## src/rtl/uart_tx64.sv

```systemverilog
// Multi-byte UART transmitter: latches a 64-bit block and sends NUM_BYTES frames back to back.
// Optional even parity bit per frame when UART_TX64_PARITY_EN is defined.
module uart_tx64 #(
  parameter int CLKS_PER_BIT = 2604,
  parameter int NUM_BYTES    = 8
) (
  input  logic        clk,
  input  logic        rst,
  input  logic [63:0] data_in,
  input  logic        start,
  output logic        tx,
  output logic        busy,
  output logic        done,
  output logic [2:0]  byte_idx,
  output logic [2:0]  state_dbg
);

  localparam logic [2:0] S_IDLE   = 3'd0;
  localparam logic [2:0] S_START  = 3'd1;
  localparam logic [2:0] S_DATA   = 3'd2;
`ifdef UART_TX64_PARITY_EN
  localparam logic [2:0] S_PARITY = 3'd3;
`endif
  localparam logic [2:0] S_STOP   = 3'd4;
  localparam logic [2:0] S_NEXT   = 3'd5;

  localparam logic [15:0] BIT_RELOAD = 16'(CLKS_PER_BIT - 1);
  localparam logic [2:0]  LAST_BYTE  = 3'(NUM_BYTES - 1);

  // Handshake: start is a level request sampled every clk; it is taken only in
  // IDLE (busy=0). busy rises with the first start bit, done pulses as busy falls.
  logic [2:0]  state;
  logic [15:0] timer;
  logic [2:0]  bit_idx;
  logic [63:0] shadow;
  logic        armed;
  logic [7:0]  cur_byte;

  assign cur_byte  = shadow[{byte_idx, 3'b000} +: 8];
  assign state_dbg = state;

  // armed blocks acceptance on the first edge after reset release.
  always_ff @(posedge clk or posedge rst) begin
    if (rst) begin
      state    <= S_IDLE;
      timer    <= 16'd0;
      bit_idx  <= 3'd0;
      shadow   <= 64'd0;
      armed    <= 1'b0;
      tx       <= 1'b1;
      busy     <= 1'b0;
      done     <= 1'b0;
      byte_idx <= 3'd0;
    end else begin
      armed <= 1'b1;
      done  <= 1'b0;
      case (state)
        S_IDLE: begin
          if (start && armed) begin
            shadow   <= data_in;
            state    <= S_START;
            tx       <= 1'b0;
            busy     <= 1'b1;
            timer    <= BIT_RELOAD;
            byte_idx <= 3'd0;
            bit_idx  <= 3'd0;
          end
        end
        S_START: begin
          if (timer == 16'd0) begin
            state   <= S_DATA;
            tx      <= cur_byte[0];
            bit_idx <= 3'd0;
            timer   <= BIT_RELOAD;
          end else begin
            timer <= timer - 16'd1;
          end
        end
        S_DATA: begin
          if (timer == 16'd0) begin
            timer   <= BIT_RELOAD;
            bit_idx <= bit_idx + 3'd1;
            if (bit_idx == 3'd7) begin
`ifdef UART_TX64_PARITY_EN
              state <= S_PARITY;
              tx    <= ^cur_byte;
`else
              state <= S_STOP;
              tx    <= 1'b1;
`endif
            end else begin
              tx <= cur_byte[bit_idx + 3'd1];
            end
          end else begin
            timer <= timer - 16'd1;
          end
        end
`ifdef UART_TX64_PARITY_EN
        S_PARITY: begin
          if (timer == 16'd0) begin
            state <= S_STOP;
            tx    <= 1'b1;
            timer <= BIT_RELOAD;
          end else begin
            timer <= timer - 16'd1;
          end
        end
`endif
        // NEXT_BYTE occupies the final cycle of the stop bit, so it adds no gap.
        S_STOP: begin
          if (timer == 16'd1) begin
            state <= S_NEXT;
            timer <= 16'd0;
          end else begin
            timer <= timer - 16'd1;
          end
        end
        S_NEXT: begin
          if (byte_idx == LAST_BYTE) begin
            state    <= S_IDLE;
            busy     <= 1'b0;
            done     <= 1'b1;
            byte_idx <= 3'd0;
            tx       <= 1'b1;
            timer    <= 16'd0;
          end else begin
            state    <= S_START;
            byte_idx <= byte_idx + 3'd1;
            tx       <= 1'b0;
            timer    <= BIT_RELOAD;
          end
        end
        default: begin
          state    <= S_IDLE;
          tx       <= 1'b1;
          busy     <= 1'b0;
          byte_idx <= 3'd0;
          timer    <= 16'd0;
        end
      endcase
    end
  end

endmodule

```

## config.mk

```make
export PLATFORM = sky130hd
export DESIGN_NAME = uart_tx64
export DESIGN_NICKNAME = d
export VERILOG_FILES = /design/src/rtl/uart_tx64.sv
export SDC_FILE = /design/constraint.sdc
export NUM_CORES = 1
export LEC_CHECK = 0
export ABC_CLOCK_PERIOD_IN_PS = 3500
export BUFFER_PORTS_ARGS = -buffer_cell sky130_fd_sc_hd__buf_4
export CAP_MARGIN = 10
export CELL_PAD_IN_SITES_DETAIL_PLACEMENT = 1
export CELL_PAD_IN_SITES_GLOBAL_PLACEMENT = 1
export CORE_MARGIN = 5
export CORE_UTILIZATION = 40
export CTS_CLUSTER_SIZE = 8
export DETAILED_ROUTE_END_ITERATION = 6
export PLACE_DENSITY_LB_ADDON = 0.1
export SETUP_SLACK_MARGIN = 0.1
export SLEW_MARGIN = 0
export SYNTH_ARGS = -nofsm -noshare
export SYNTH_HDL_FRONTEND = slang
export SYNTH_SLANG_ARGS = --single-unit
```

## constraint.sdc

```tcl
create_clock -name clk -period 3.5 [get_ports clk]
set_input_delay 0.35 -clock clk [delete_from_list [all_inputs] [get_ports clk]]
set_output_delay 0.35 -clock clk [all_outputs]
set_load 0.02 [all_outputs]
```

==> reports/qor.yml <==
drc: 0
power-per-cell-area_nw_per_um2: 568.5
start_kind: "flop"
grt_pass1_wl_mm: 20.27
clk_pin_slew_ns: 0.07
worst_slack_ns: 0.9306
setup_viol: 0
peakVddDrop_v: 0.0002537
drtAntennaViolNets: 0
cp.required_ns: 3.74
wl_mm: 12.13
design.core.area_sq_um: 11470
place_ws_ns: 0.9682
synth_edf_count: 0
ys.flop_type: "dfrtp_1"
max_freq_mhz: 389.2
die_x_um: 118.5
final_common_cell: "dfrtp_1"
hp-class: "in -> async"
fillerInstances: 1219
crit_arrival_ns: 2.81
cts_setup_buffers: 0
std_cell_rows: 39
cts_resized: 0
worst_clock_skew_ns: 0.01044
p_int_mw: 2.277
drive_above_1_share_pct: 37.82
via_count: 3437
start_util_pct: 41.09
root_buffer: "clkbuf_16"
whs_ns: 0.1905
rsz0062_at_grt: "no"
setup_tns_ns: 0
worst_pin_slew_ns: 0.9926
final_cell_count_no_fill: 619
syn_area_sq_um: 4712
seq_area_sq_um: 2328
port_buffers: 75
final_cell_mix: "dfrtp_1 (92), buf_4 (80), mux2_2 (65)"
cts_tree: "done"
area_delta_synth_final_pct: 21.85
cp_max_fo: 7
async_flop_share_pct: 100.0
ctsHoldBuffers: 0
drt-pass1-iter-count: 4
crit_type: "reg -> reg"
p_sw_mw: 0.9870
top_layer: "met4"
num_antenna_cells: 0
min_period_ns: 2.569
cap_violations: 0
met3_length_um: 365
cts_buffers: 9
avgSynthCellArea_sq_um: 11.78
antenna_found_initial: 0
ios: 76
die_h_um: 118.5
place_hpwl_mm: 8.547
multi_input_area_sq_um: 2253
power.total_mw: 3.264
crit_path_end_kind: "flop"
yosysWarnings: 0
clk_path_buf_depth: 2
ys_ff_latch: 93
drt-initial-drc-count: 176
p_leak_nw: 2.425
syn_nets: 473
grt_pass1_vias: 3851
grt_use_total_pct: 18.14
viasPerCell: 5.553
ys_seq_area_share_pct: 49.42
synthCells: 400
grt_max_degree: 57
die-area_sq_um: 14050
gp_congestion: 0.7513
combPwrFrac_pct: 22.9
fin_crit_sh_pct: 73.41
p_seq_share_pct: 45.6
route.met2.wl_mm: 6.085
globalRouteOverflowTotal: 0
slew_violations: 0
htree_levels: 3
relSlewSlack_pct: 33.75
wl_per_cell_um: 19.59
switching_share_pct: 30.24
run_status: "complete, no violations"
fin_nets: 544
placed_cells: 603
wl_met1_mm: 5.474
clock_power_share_pct: 31.5
clk_latency_ns: 0.35
final_hold_viol_count: 0
synth_cell_types: 53
clock_sink_count: 93
Yosys cell counts (7+ instances only):
library cell	count	area share (%)
buf_2	10	1.1
clkbuf_1	8	0.64
o21ai_0	22	2.3
nand3_1	7	0.74
o31ai_1	9	1.4
inv_1	8	0.64
nor2_1	16	1.3
a22o_1	10	1.9
a21oi_1	14	1.5
dfrtp_1	92	49
nand2b_1	8	1.1
mux2i_1	24	5.1
mux2_2	65	16
nand2_1	27	2.2
power groups by stage:
| stage | clock network [mW] | registers (mW) | logic, mW |
|---|---|---|---|
| after floorplan | 0 | 1.45 | 0.539 |
| after global placement | 0 | 1.49 | 0.727 |
| after detailed placement | 0 | 1.51 | 0.751 |
| after CTS | 1.05 | 1.49 | 0.760 |
| after global routing | 1.11 | 1.52 | 0.828 |
| final | 1.03 | 1.49 | 0.746 |
flip-flops by register name, indices dropped and copies added, names as in the netlist:
register and cells:
bit_idx 3, shadow 64, tx 1, state_dbg 3, armed 1, busy 1
done 1, timer 16, byte_idx 3
path summary, 6_finish.rpt:
| kind | startpoint | end | slack [ns] | cells past startpoint |
|---|---|---|---|---|
| worst min register to register | shadow[23]$_DFFE_PP0P_ | shadow[23]$_DFFE_PP0P_ | 0.50 | 1 |
| worst min-delay path | rst | shadow[56]$_DFFE_PP0P_ | 0.19 | 2 |
| min in group clk | data_in[10] | shadow[10]$_DFFE_PP0P_ | 0.22 | 2 |
| worst max-delay path | timer[0]$_DFFE_PP0P_ | timer[0]$_DFFE_PP0P_ | 0.93 | 8 |
| worst max register to register | timer[0]$_DFFE_PP0P_ | timer[0]$_DFFE_PP0P_ | 0.93 | 8 |
| max in group asynchronous | rst | byte_idx[2]$_DFFE_PP0P_ | 2.56 | 3 |
per-layer routing:
layer  up-vias  global-route usage [%]
met5         -                       0
met4         0                   7.300
met3        10                   3.391
met1      1753                   23.44
li1       1619                       -
met2        55                   30.07
worst max-delay path: stages, from the launching register on:
cell      delay, ns
dfrtp_1        0.41
inv_1          0.09
ha_1           0.28
nor3b_1        0.19
nand4_2        0.16
a211oi_1       0.09
nor3_1         0.74
o21ai_0        0.23
a22o_1         0.26
cell families (layout without fill, tap and decap cells):
group	count (synthesis)	count (layout)	synth area share [%]
flops	93	93	49.42
fa+ha+maj	6	6	1.593
simple gates	90	90	10.44
compound gates	84	84	11.98
mux	95	95	23.50
buf+inv	30	106	2.815
xor+xnor	1	1	0.1859
other cells	1	1	0.07958
final cells by class:
class                      instances  area share [%]
clock inverter                     6           1.220
timing repair buffer              82           11.16
inverter                           8          0.5448
multi-input combinational        277           39.25
sequential                        93           40.55
clock buffer                      10           4.162
tap                              143           3.116
metrics by stage:
stage	cell area, sq um	utilization (%)
5_1_grt	5742	50.07
3_5_place_dp	5433	47.38
2_1_floorplan	4712	-
4_1_cts	5742	50.07
3_3_place_gp	5433	47.38
6_report	5742	50.07
(Power assumes the default switching activity.)
